### src/rtl/axi_write_master.sv
// axi_write_master: accepts a user write request (address + beat count),
// splits it into AXI4 write bursts of up to WBURST_LEN beats, streams user
// data onto W and collects B responses, pulsing wr_done when finished.
// Optional feature macro: AXI_WR_WAIT_BRESP_EN
//   defined   -> each new AW waits for the previous burst's B response.
//   undefined -> bursts are issued back to back; an 8-bit counter tracks
//                outstanding B responses and bready is held high.
module axi_write_master #(
  parameter int ADDR_WIDTH = 27,
  parameter int DATA_WIDTH = 16,
  parameter int DATA_LEVEL = 2,
  parameter int WBURST_LEN = 8,
  parameter int RBURST_LEN = 8
) (
  input  logic                  clk,
  input  logic                  rst_n,
  input  logic                  init_end,
  output logic                  axi_awvalid,
  input  logic                  axi_awready,
  output logic [ADDR_WIDTH-1:0] axi_awaddr,
  output logic [7:0]            axi_awlen,
  output logic                  axi_wvalid,
  input  logic                  axi_wready,
  output logic                  axi_wlast,
  output logic [DATA_WIDTH-1:0] axi_wdata,
  input  logic                  axi_bvalid,
  output logic                  axi_bready,
  input  logic                  wr_trig,
  input  logic [7:0]            wr_len,
  input  logic [ADDR_WIDTH-1:0] wr_addr,
  input  logic [DATA_WIDTH-1:0] wr_data,
  output logic                  wr_data_en,
  output logic                  wr_ready,
  output logic                  wr_done
);

  // Reject out-of-range burst lengths at elaboration; RBURST_LEN is only
  // range-checked because the write path never uses it.
  if ((WBURST_LEN < 1) || (WBURST_LEN > 256) || (RBURST_LEN < 1) || (RBURST_LEN > 256)) begin : g_bad_burst_len
    $error("axi_write_master: burst length parameters must be within 1..256");
  end

  localparam logic [8:0] WB_MAX = 9'(WBURST_LEN);
  localparam logic [7:0] WB_M1  = 8'(WBURST_LEN - 1);

  typedef enum logic [1:0] {
    S_IDLE = 2'd0,
    S_AW   = 2'd1,
    S_W    = 2'd2,
    S_B    = 2'd3
  } state_t;

  state_t                state_q;
  logic [ADDR_WIDTH-1:0] addr_q;      // start address of the current burst
  logic [7:0]            remain_q;    // beats not yet covered by a finished burst
  logic [7:0]            beat_cnt_q;  // beats left in the burst after the current one
  logic                  awvalid_q;
  logic [ADDR_WIDTH-1:0] awaddr_q;
  logic [7:0]            awlen_q;
  logic                  wvalid_q;
  logic                  wlast_q;
  logic                  bready_q;
  logic                  wr_ready_q;
  logic                  wr_done_q;

  logic [7:0]            beats_s;
  logic [7:0]            remain_d;
  logic [ADDR_WIDTH-1:0] addr_d;

  // AWLEN for the next burst: min(remaining, WBURST_LEN) - 1 (rem is never 0 here).
  function automatic logic [7:0] burst_awlen(input logic [7:0] rem);
    if ({1'b0, rem} > WB_MAX) begin
      return WB_M1;
    end else begin
      return rem - 8'd1;
    end
  endfunction

  // Address and remaining count once the current burst is retired.
  always_comb begin
    beats_s  = awlen_q + 8'd1;
    remain_d = remain_q - beats_s;
    addr_d   = addr_q + (ADDR_WIDTH'(beats_s) * ADDR_WIDTH'(DATA_LEVEL));
  end

`ifndef AXI_WR_WAIT_BRESP_EN
  logic [7:0] outst_q;
  logic [7:0] outst_d;
  logic       burst_end_s;
  logic       b_hs_s;

  // Count bursts whose data is sent but whose B response has not arrived.
  always_comb begin
    burst_end_s = wvalid_q & axi_wready & wlast_q;
    b_hs_s      = axi_bvalid & bready_q;
    outst_d     = outst_q;
    if (burst_end_s && !b_hs_s) begin
      outst_d = outst_q + 8'd1;
    end else if (!burst_end_s && b_hs_s && (outst_q != 8'd0)) begin
      outst_d = outst_q - 8'd1;
    end else begin
      outst_d = outst_q;
    end
  end
`endif

  // Main request FSM with all AXI and user-side outputs registered.
  always_ff @(posedge clk or negedge rst_n) begin
    if (!rst_n) begin
      state_q    <= S_IDLE;
      addr_q     <= '0;
      remain_q   <= 8'd0;
      beat_cnt_q <= 8'd0;
      awvalid_q  <= 1'b0;
      awaddr_q   <= '0;
      awlen_q    <= 8'd0;
      wvalid_q   <= 1'b0;
      wlast_q    <= 1'b0;
      bready_q   <= 1'b0;
      wr_ready_q <= 1'b0;
      wr_done_q  <= 1'b0;
`ifndef AXI_WR_WAIT_BRESP_EN
      outst_q    <= 8'd0;
`endif
    end else begin
      wr_done_q <= 1'b0;
`ifndef AXI_WR_WAIT_BRESP_EN
      bready_q  <= 1'b1;
      outst_q   <= outst_d;
`endif
      case (state_q)
        S_IDLE: begin
          if (wr_trig && wr_ready_q) begin
            wr_ready_q <= 1'b0;
            addr_q     <= wr_addr;
            remain_q   <= wr_len;
            if (wr_len == 8'd0) begin
              wr_done_q <= 1'b1;
            end else begin
              awvalid_q <= 1'b1;
              awaddr_q  <= wr_addr;
              awlen_q   <= burst_awlen(wr_len);
              state_q   <= S_AW;
            end
          end else begin
            wr_ready_q <= init_end;
          end
        end
        S_AW: begin
          if (axi_awready) begin
            awvalid_q  <= 1'b0;
            wvalid_q   <= 1'b1;
            wlast_q    <= (awlen_q == 8'd0);
            beat_cnt_q <= awlen_q;
            state_q    <= S_W;
          end
        end
        S_W: begin
          if (axi_wready) begin
            if (wlast_q) begin
              wvalid_q <= 1'b0;
              wlast_q  <= 1'b0;
`ifdef AXI_WR_WAIT_BRESP_EN
              bready_q <= 1'b1;
              state_q  <= S_B;
`else
              addr_q   <= addr_d;
              remain_q <= remain_d;
              if (remain_d != 8'd0) begin
                awvalid_q <= 1'b1;
                awaddr_q  <= addr_d;
                awlen_q   <= burst_awlen(remain_d);
                state_q   <= S_AW;
              end else begin
                state_q <= S_B;
              end
`endif
            end else begin
              beat_cnt_q <= beat_cnt_q - 8'd1;
              wlast_q    <= (beat_cnt_q == 8'd1);
            end
          end
        end
        S_B: begin
`ifdef AXI_WR_WAIT_BRESP_EN
          if (axi_bvalid) begin
            bready_q <= 1'b0;
            addr_q   <= addr_d;
            remain_q <= remain_d;
            if (remain_d != 8'd0) begin
              awvalid_q <= 1'b1;
              awaddr_q  <= addr_d;
              awlen_q   <= burst_awlen(remain_d);
              state_q   <= S_AW;
            end else begin
              wr_done_q <= 1'b1;
              state_q   <= S_IDLE;
            end
          end
`else
          if (outst_d == 8'd0) begin
            wr_done_q <= 1'b1;
            state_q   <= S_IDLE;
          end
`endif
        end
        default: state_q <= S_IDLE;
      endcase
    end
  end

  assign axi_awvalid = awvalid_q;
  assign axi_awaddr  = awaddr_q;
  assign axi_awlen   = awlen_q;
  assign axi_wvalid  = wvalid_q;
  assign axi_wlast   = wlast_q;
  // Zero-latency data path; forced to 0 while no beat is offered.
  assign axi_wdata   = wvalid_q ? wr_data : '0;
  assign axi_bready  = bready_q;
  assign wr_data_en  = wvalid_q & axi_wready;
  assign wr_ready    = wr_ready_q;
  assign wr_done     = wr_done_q;

endmodule

### config.mk
export PLATFORM = sky130hd
export DESIGN_NAME = axi_write_master
export DESIGN_NICKNAME = d
export VERILOG_FILES = /design/src/rtl/axi_write_master.sv
export SDC_FILE = /design/constraint.sdc
export NUM_CORES = 1
export LEC_CHECK = 0
export CAP_MARGIN = 30
export CORE_MARGIN = 4
export CORE_UTILIZATION = 48
export CTS_CLUSTER_DIAMETER = 200
export DETAILED_ROUTE_END_ITERATION = 10
export GPL_TIMING_DRIVEN = 0
export HOLD_SLACK_MARGIN = 0.15
export PLACE_DENSITY = 0.84
export REMOVE_ABC_BUFFERS = 1
export SYNTH_ARGS = -nofsm -noshare
export SYNTH_HDL_FRONTEND = slang
export SYNTH_SLANG_ARGS = --single-unit
### constraint.sdc
create_clock -name clk -period 3.7 [get_ports clk]
set_clock_uncertainty 0.2 [all_clocks]
set_input_delay 0.37 -clock clk [delete_from_list [all_inputs] [get_ports clk]]
set_output_delay 0.37 -clock clk [all_outputs]
set_load 0.02 [all_outputs]
# Yosys cells after proc, flatten, opt, wreduce, memory -nomap -nowiden
# Index checks and enable logic that the tools add are counted.
word_totals:
  out_inout_bits: 58
  ff_bits: 94
classes:
  n_bitwise: 3
  n_mux: 57
  n_reduce_logical: 22
  add_sub_neg: 8
  magnitude_cmp: 2
  n_eq_ne: 12
ops:
  columns: ["cell", "n"]
  rows:
  - ["$mux W27", 8]
  - ["$mux W8", 15]
  - ["$pmux W27 S2", 2]
  - ["$pmux W8 S2", 3]
  - ["$sub A8 B1 Y8 const B", 4]
  - ["$add A27 B9 Y27", 1]
  - ["$logic_not A8 Y1", 3]
  - ["$add A8 B1 Y8 const B", 2]
  - ["$gt A8 B4 Y1 const B", 2]
  - ["$mux W1", 16]
  - ["$mux W16", 1]
  - ["$ne A2 B2 Y1 const B", 8]
  - ["$reduce_bool A8 Y1", 2]
  - ["$mux W2", 7]
  - ["$reduce_and A4 Y1", 3]
  - ["$reduce_and A6 Y1", 2]
  - ["$eq A8 B1 Y1 const B", 1]
  - ["$pmux W2 S4", 1]
  - ["$sub A8 B8 Y8", 1]
  - ["$reduce_and A7 Y1", 1]
  - ["$pmux W1 S2", 3]
  - ["$eq A2 B2 Y1 const B", 2]
  - ["$logic_and A1 B1 Y1", 4]
  - ["$reduce_bool A2 Y1", 2]
  - ["other kinds (7)", 10]

# Logic depth before layout (Yosys ltp)
# Gate-level depths: netlist of run 1.
logic_depth:
  ltp_word: 10
  mapped_depth: 16
  depth_no_buf: 14

# Least setup slack after synthesis of run 1
# OpenSTA, ideal clock, no wires.
synth_path:
  path_type: "reg2reg"
  from: "reg awlen_q[0], in the netlist axi_awlen[0]"
  to: "reg awaddr_q[26], in the netlist axi_awaddr[26]"
  t_required_ns: 3.379
  stages_incl_launch_ff: 14
  period_less_slack_ns: 3.754
  t_arrival_ns: 3.433
  path_slack_ns: -0.054
  cell_sequence: "dfrtp_1 > inv_1 > ha_1 > fa_1 > nor2b_1 > o31ai_1 > a311oi_1 > inv_1 > or2_1 > o41ai_2 > buf_2 > buf_4 > nor2_1 > a22o_1"
synth_via:
  elab_chain_len: 6
synth_lines:
  columns: ["element", "line", "rtl"]
  rows:
  - ["start: declaration", "59", "logic [7:0] awlen_q;"]
  - ["start signal: assignment", "142", "awlen_q <= burst_awlen(wr_len);"]
  - ["start signal: assignment", "172", "awlen_q <= burst_awlen(remain_d);"]
  - ["$add A8 B1 Y8 *", "81", "beats_s = awlen_q + 8'd1;"]
  - ["$add A27 B9 Y27", "83", "addr_d = addr_q + (ADDR_WIDTH'(beats_s) * ADDR_WIDTH'(DATA_LEVEL));"]
  - ["$mux W27", "169", "if (remain_d != 8'd0) begin"]
  - ["$mux W27", "160", "if (wlast_q) begin"]
  - ["$mux W27", "159", "if (axi_wready) begin"]
  - ["$pmux W27 S2", "131", "case (state_q)"]
  - ["end signal: assignment", "141", "awaddr_q <= wr_addr;"]
  - ["end signal: assignment", "171", "awaddr_q <= addr_d;"]
  - ["end: declaration", "58", "logic [ADDR_WIDTH-1:0] awaddr_q;"]
# Mark *: on every way between the ends. The rest lies on a longest branch, timed or not. The select of a mux whose other input is x is not followed.
# A chain may end at the register's enable or synchronous reset.

# Worst setup path after layout of run 1
layout_path:
  from: "reg awlen_q[5], in the netlist axi_awlen[5]"
  to: "reg awaddr_q[18], in the netlist axi_awaddr[18]"
# Same word-level chain as after synthesis.

==> out/results.txt, run 1 <==
Final #Nets: 935
Arrival time worst endpoint: 3.90 ns
Met2 Usage GRT: 38.35%
Clk slew on worst S/H paths: 0.07 ns
Ratio of cells with drive above 1 in the final layout: 14.24%
Via Count: 6190
Achievable Freq: 0.2589 GHz
Die height: 120.8 um
Design area: 8392 um^2
Initial Util: 50.01%
Most frequent cells in the layout: clkdlybuf4s50_1, dfrtp_1, nand2_1
CTS Buf Count: 9
R2R Setup Slk: -0.16 ns
Number of synthesized flops with an enable pin: 0
CP Launch Type: register
Flops & latches, synth: 94
CTS Sinks: 94
Pin count of the biggest net entering global routing: 53
Die area: 14590 um^2
Finished Layout Cells: 1018
Layout area overhead: 37.41%
Pwr Total: 10.06 mW
Period utilisation layout: 104.4%
Total GRT Usage: 23.14%
DRT iter0 DRCs: 754
Pre-antenna DRT Iters: 6
Hold WS: 0.2812 ns
Final setup fails: 27
Die Wd: 120.8 um
Slew Viols, Final: 0
CTS tree: yes
First-pass GRT wire length: 27480 um
Clock Tree Buf Depth: 2
Total of max-cap violations: 0
Worst EP required: 3.74 ns
VDD IR max: 0.5905 mV
WS Path Type: register to register
Syn_area_per_cell: 8.614 um^2
GRT Max-Usage Layer: met2
Initial antenna violation count: 0
Clk_lat worst skew: 0.36 ns
Setup crit end kind: register
Commonest non-fill, non-tap cell in the layout: clkdlybuf4s50_1
I/O pins: 116
Gr ovfl total: 0
Final setup margin: -0.1628 ns
Violated checks: negative setup slack
# rows: 40
Antenna cell count: 0
Number of library cell types mapped by synthesis: 70
H-tree levels: 3
Leak: 3.516 nW
Placed Area: 7495 um^2
Vias per cell: 6.081
Fin util: 68.72%
Met3 Track Usage GR: 3.227%
Asr flop ratio synth: 100.0%
Yosys warnings: 0
DRT Wirelength: 19070 um
Root buffer selected by CTS: clkbuf_16
DR DRC count: 0
Rel. slew slack: 56.73%
Tmin final: 3.863 ns
Status: complete, but fails checks
Fin Setup TNS: -1.690 ns
Seq/Total Area, Yosys: 38.52%
GPL Wtd Cong: 0.8455
Routed len/inst: 18.74 um
Cells after DPL: 967
Worst Tran Pin Value: 0.6466 ns
CP max FO: 6
GR Util met1: 30.21%
Fill cells: 881
Pwr per Cell Area: 1199 nW/um^2
Top_reg_cell synth: dfrtp_1
Final Hold Fails: 0
Detail Route Antenna Nets: 0
Post-DP HPWL: 11400 um
Core Area: 12210 um^2
Hold crit path type: register to register
Cell Area, Synth: 6107 um^2
Worst slack, placed: -1.127 ns
RSZ-0062 raised after global routing: yes
Number of global-route vias before repair: 5598
Cells after Synth: 709
Port buffer count: 115
-- worst paths after layout --
| path | startpoint | end | cells after the start |
|---|---|---|---|
| worst max-delay path | axi_awlen[5] | axi_awaddr[18] | 15 |
| worst min-delay path | axi_awaddr[22] | axi_awaddr[22] | 1 |
| worst max register to register | axi_awlen[5] | axi_awaddr[18] | 15 |
| worst min register to register | axi_awaddr[22] | axi_awaddr[22] | 1 |
| max in group asynchronous | rst_n | axi_awlen[2] | 3 |
| min in group asynchronous | rst_n | axi_awlen[1] | 2 |
-- Yosys cell counts, types with 5 or more instances --
| cell type | instances | area share (%) |
|---|---|---|
| and2_1 | 24 | 2.5 |
| a31oi_1 | 6 | 0.61 |
| mux2i_1 | 16 | 2.6 |
| o21ai_0 | 79 | 6.5 |
| nand2_1 | 83 | 5.1 |
| mux2_2 | 7 | 1.3 |
| inv_1 | 39 | 2.4 |
| nor2b_1 | 9 | 0.92 |
| nand3_1 | 24 | 2.0 |
| nor4_1 | 6 | 0.61 |
| a22oi_1 | 6 | 0.74 |
| and3_1 | 8 | 0.82 |
| xnor2_1 | 24 | 3.4 |
| nor3_1 | 16 | 1.3 |
| nor2_1 | 42 | 2.6 |
| a21oi_1 | 35 | 2.9 |
| dfrtp_1 | 94 | 39 |
| nand4_1 | 5 | 0.51 |
| o211ai_1 | 10 | 1.2 |
| nor4b_1 | 5 | 0.72 |
| o21a_1 | 6 | 0.74 |
| buf_2 | 5 | 0.41 |
| ha_1 | 29 | 5.9 |
| xor2_1 | 14 | 2.0 |
| clkbuf_1 | 23 | 1.4 |
| o22ai_1 | 14 | 1.4 |
-- per-layer routing --
layer	vias to the layer above	share of wire [%]
met5	-	0
met3	96	8.7
met1	2923	39
met2	381	47
met4	0	4.8
li1	2790	-
-- worst max-delay path, cell delays in order, from the launching register on --
cell	delay (ns)
dfrtp_1	0.51
inv_1	0.21
nor3_4	0.26
xnor2_2	0.18
inv_2	0.10
ha_4	0.31
nand2b_1	0.15
o211ai_1	0.12
a311oi_2	0.24
inv_1	0.10
or2_4	0.26
o41ai_4	0.39
buf_6	0.16
buf_12	0.11
buf_12	0.11
mux2_2	0.32
-- power by group --
part | internal [mW] | switching [mW]
sequential | 1.57 | 0.546
clock | 0.549 | 0.428
combinational | 3.22 | 3.75
-- area by class of cell --
cell class,count,area [um^2],area share [%]
clock buffer,10,239.0,2.848
multi-input combinational,541,3702,44.12
sequential,94,2357,28.09
clock inverter,5,67.56,0.8051
timing repair buffer,160,1663,19.82
inverter,40,152.6,1.819
tap,168,210.2,2.505
-- sequential cells by signal (all words and copies together) (netlist names), 2 cells and up --
name and flops:
addr_q 27, outst_q 8, axi_awaddr 27, state_q 2
remain_q 8, axi_awlen 8, beat_cnt_q 8
-- cell families (layout without fill, tap and decap cells) --
family	Yosys count	in the layout	share of synthesized area [%]
AOI/OAI and AO/OA	196	196	19.71
adders and majority gates	31	31	6.597
muxes	23	23	3.913
DFF	94	94	38.52
xor gates and xnor gates	38	38	5.450
and+or+nand+nor	252	252	20.92
buffers and inverters	74	215	4.835
other	1	1	0.06140
-- what timing repair did --
item                       in CTS  in global routing
gates cloned                    2                  1
hold buffers                    1                  0
resized for setup              29                 45
hold endpoints to repair       42                  0
pin swaps                       6                 12
buffers inserted               12                 21
setup endpoints to repair      45                 46
(Power assumes the default switching activity.)
==> run 2, diff against run 1 <==
--- a/config.mk
+++ b/config.mk
@@ -5,13 +5,14 @@
 export SDC_FILE = /design/constraint.sdc
 export NUM_CORES = 1
 export LEC_CHECK = 0
-export CAP_MARGIN = 30
-export CORE_MARGIN = 4
+export CAP_MARGIN = 20
+export CORE_MARGIN = 8
 export CORE_UTILIZATION = 48
 export CTS_CLUSTER_DIAMETER = 200
 export DETAILED_ROUTE_END_ITERATION = 10
 export GPL_TIMING_DRIVEN = 0
 export HOLD_SLACK_MARGIN = 0.15
+export MAX_ROUTING_LAYER = met4
 export PLACE_DENSITY = 0.84
 export REMOVE_ABC_BUFFERS = 1
 export SYNTH_ARGS = -nofsm -noshare
==> run 2 against run 1 <==
Effect of this change: the flow still finishes with violations (negative setup slack); total power fell by 8.7%; final area fell by 2.4%; die area rose by 14%; clock-buffer cell count rose by 1; largest cell class unchanged.
==> out/results.txt, run 2 (same netlist as run 1, synthesis figures left out) <==
Clk slew on worst S/H paths: 0.07 ns
Reg2Reg Depth: 15
Via Count: 5728
Worst EP required: 3.73 ns
H-tree levels: 3
CTS Buf Count: 9
Hold crit path type: register to register
First-pass GRT wire length: 26020 um
Number of global-route vias before repair: 5348
Leak: 3.418 nW
Pre-antenna DRT Iters: 7
CTS tree: yes
Pin count of the biggest net entering global routing: 51
Hold WS: 0.2733 ns
CP Launch Type: register
Final #Nets: 922
Ratio of cells with drive above 1 in the final layout: 12.17%
Placed Area: 7485 um^2
Period utilisation layout: 100.8%
Achievable Freq: 0.2681 GHz
Delay-heaviest family, CP: compound AO/OA/AOI/OAI gates
CP max FO: 7
Layout area overhead: 34.13%
CP bufs+invs: 4
Gr ovfl total: 0
Most frequent cells in the layout: clkdlybuf4s50_1, dfrtp_1, nand2_1
VDD IR max: 0.5493 mV
Crit-path cells: ha_4 > nand3_4 > nor3_4 > xnor2_2 > inv_2 > ha_4 > or3b_2 > o211ai_1 > a311oi_2 > inv_1 > or2_4 > o41ai_4 > buf_8 > buf_12 > mux2_2
DR DRC count: 0
WS Path Type: register to register
Root buffer selected by CTS: clkbuf_16
CP max-delay cell: o41ai_4
Total of max-cap violations: 0
Worst Tran Pin Value: 0.6170 ns
Initial Util: 48.79%
Vias per cell: 5.671
Commonest non-fill, non-tap cell in the layout: clkdlybuf4s50_1
Fin Setup TNS: -0.05942 ns
Seq. cell area: 2359 um^2
Clock Tree Buf Depth: 2
Die Wd: 128.8 um
Fill cells: 1024
Core Area: 12520 um^2
Detail Route Antenna Nets: 0
Rel. slew slack: 58.87%
Setup crit end kind: register
CTS Sinks: 94
Violated checks: negative setup slack
Total GRT Usage: 19.70%
Hold depth: 2
Routed len/inst: 16.71 um
RSZ-0062 raised after global routing: yes
Tmin final: 3.730 ns
I/O pins: 116
Final setup fails: 2
Cells after DPL: 970
Arrival time worst endpoint: 3.76 ns
Slew Viols, Final: 0
Die area: 16590 um^2
Pwr per Cell Area: 1121 nW/um^2
Final setup margin: -0.03028 ns
CP dominant cell by count: ha_4
Port buffer count: 115
DRT iter0 DRCs: 419
Status: complete, but fails checks
Design area: 8192 um^2
Clk_lat worst skew: 0.35 ns
Initial antenna violation count: 0
Post-DP HPWL: 11770 um
DRT Wirelength: 16880 um
Final Hold Fails: 0
Largest stage delay, worst path: 0.47 ns
Finished Layout Cells: 1010
Die height: 128.8 um
Antenna cell count: 0
GPL Wtd Cong: 0.8984
# rows: 41
Stages on the worst setup path: 15
Area of the multi-input gates: 3676 um^2
-- run 2: cell types whose count changed in the layout (fill, tap and decap cells not counted), sizes merged --
cell	before	now
buf	44	30
bufinv	1	0
clkbuf	11	13
clkinv	2	5
inv	42	40
-- run 2: path summary, 6_finish.rpt --
path / to / startpoint / slack, ns
min: axi_awaddr[0] / axi_awaddr[0] / 0.27
max in group asynchronous: axi_awlen[1] / rst_n / 2.25
min in group asynchronous: axi_awaddr[21] / rst_n / 0.37
max: axi_awaddr[21] / axi_awlen[1] / -0.03
min reg2reg: axi_awaddr[0] / axi_awaddr[0] / 0.27
max reg2reg: axi_awaddr[21] / axi_awlen[1] / -0.03
-- run 2: cell type report --
cell class,count,area share [%]
Tap cell,172,2.627
Timing Repair Buffer,147,18.50
Clock inverter,5,0.3971
Sequential cell,94,28.79
Inverter,40,1.848
Multi-Input combinational cell,541,44.88
Clock buffer,11,2.963
-- run 2: through the flow --
step	setup slack [ns]	utilization, %	power [mW]
global route	-0.1463	65.44	9.891
detailed placement	-1.099	59.80	7.395
finish	-0.03028	65.44	9.181
CTS	0.01473	63.11	8.533
floorplan	-2.095	-	5.650
global placement	-4.098	58.55	7.085
-- run 2: tightest hold or removal path: stages (launching register included) --
cell	delay, ns
dfrtp_1	0.34
nand2_1	0.04
o21ai_0	0.05
-- run 2: where the power goes --
group / switching, mW / total, mW / internal, mW
logic: 3.33 / 6.20 / 2.87
registers: 0.536 / 2.11 / 1.57
clock network: 0.402 / 0.877 / 0.475
-- run 2: per-layer routing --
metal,GRT usage (%),routed length [um],vias to the layer above
met4,5.736,429,0
met1,25.50,7402,2715
met3,3.227,1016,37
met2,31.19,8033,207
met5,-,0,-
li1,-,-,2769
-- run 2: repair_timing --
item	in CTS	in global routing
gates resized for setup	19	33
hold buffers	1	0
cloned	0	2
endpoints found under the hold margin	44	0
endpoints found under the setup margin	47	34
buffers inserted	9	13
pin swaps	3	8
==> variant: new RTL, flow settings as in run 2 <==
The option `AXI_WR_WAIT_BRESP_EN` is turned on by a define.
--- a/src/rtl/axi_write_master.sv
+++ b/src/rtl/axi_write_master.sv
@@ -6,4 +6,6 @@
 //   undefined -> bursts are issued back to back; an 8-bit counter tracks
 //                outstanding B responses and bready is held high.
+`define AXI_WR_WAIT_BRESP_EN
+
 module axi_write_master #(
   parameter int ADDR_WIDTH = 27,
Check against the original RTL: not equivalent (a bounded check fails within 4 cycles, from zero or initial values and one cycle with rst_n low).
==> variant against run 2 <==
- design area fell by 6.1%
- area after synthesis down 7.2%
- routed wire length increased by 2.4%
- worst hold slack worse by 0.010 ns
- sequential cell count down 8
- first-iteration DRC count rose by 1.9%
- count of clock-buffer cells in the layout stayed put
- worst setup slack better by 0.15 ns
- critical path type unchanged
- highest routed layer unchanged
Power is left out: the tool's default activity adds up to more than one toggle a clock period on the data nets, which glitch-free logic cannot reach.
==> variant: results <==
metrics = {
    "final_layout": {
        "multi_input_area_mm2": 0.00347,
        "fillCellCount": 876,
        "nNonClkBuffers": 141,
        "seqCellArea_mm2": 0.00216,
        "design.seq.count": 86,
        "drive_gt1_share_pct": 11.0,
        "multi_input_comb_cells": 508,
        "clk_share_pct": 3.60,
    },
    "timing": {
        "worstMarginPinSlew_ns": 0.668,
        "final-setup-viol-count": 0,
    },
    "floorplanning": {
        "nWellTaps": 143,
    },
    "worst_setup_path": {
        "path_max_fanout": 10,
        "path_delay_family": "simple AND/OR/NAND/NOR gates",
        "crit_slowest_cell": "nor3_2",
        "regToRegEndpoint": "axi_awaddr[13]$_DFFE_PN0P_",
    },
    "logic_synthesis": {
        "ys_seq_area_share_pct": 38.0,
        "ys_types": 64,
        "ys_top_cells_by_area": "dfrtp_1, ha_1, o21ai_0, nand2_1, nor2_1",
        "synth_commonest_cells": "dfrtp_1, nand2_1, nor2_1",
    },
    "cts": {
        "post_cts_buffers": 14,
        "cts_resized": 24,
    },
    "detailed_routing": {
        "drtIter0Drc": 427,
        "avgViaCountPerCell": 6.07,
    },
    "grt": {
        "grt_pass1_wl_um": 27500,
        "grt_max_degree": 65,
    },
    "hold_path": {
        "min_path_type": "primary input to asynchronous set/reset pin",
    },
    "placement": {
        "pre_cts_ws_ns": -0.790,
        "hpwl_um": 11700,
        "dp_cells": 891,
    },
    "outcome": {
        "status": "finished, final reports clean",
    },
}
==> variant: changes by cell type after synthesis, sizes merged, moves of 6 or more <==
cell / before / now
a21o: 3 / 9
a22o: 4 / 18
o21ai: 81 / 54
dfrtp: 94 / 86
nor2: 44 / 66
nand2: 83 / 70
==> variant: routing by layer <==
metal | wire (um) | vias up | GRT usage, %
li1 | - | 2593 | -
met1 | 7320 | 2710 | 26.2
met2 | 8220 | 288 | 34.6
met3 | 1320 | 43 | 5.06
met4 | 415 | 0 | 8.22
met5 | 0 | - | -
==> variant: kinds of logic (layout without fill, tap and decap cells) <==
| kind of cell | after synthesis | in the layout | synth area share, % |
|---|---|---|---|
| adder cells (fa/ha/maj) | 31 | 31 | 7.02 |
| XOR/XNOR | 38 | 38 | 6.12 |
| flip-flops | 86 | 86 | 38.0 |
| multiplexers | 16 | 16 | 2.87 |
| AND/OR/NAND/NOR | 241 | 241 | 20.2 |
| buffers and inverters | 68 | 191 | 4.75 |
| AO/OA/AOI/OAI | 181 | 182 | 21.0 |
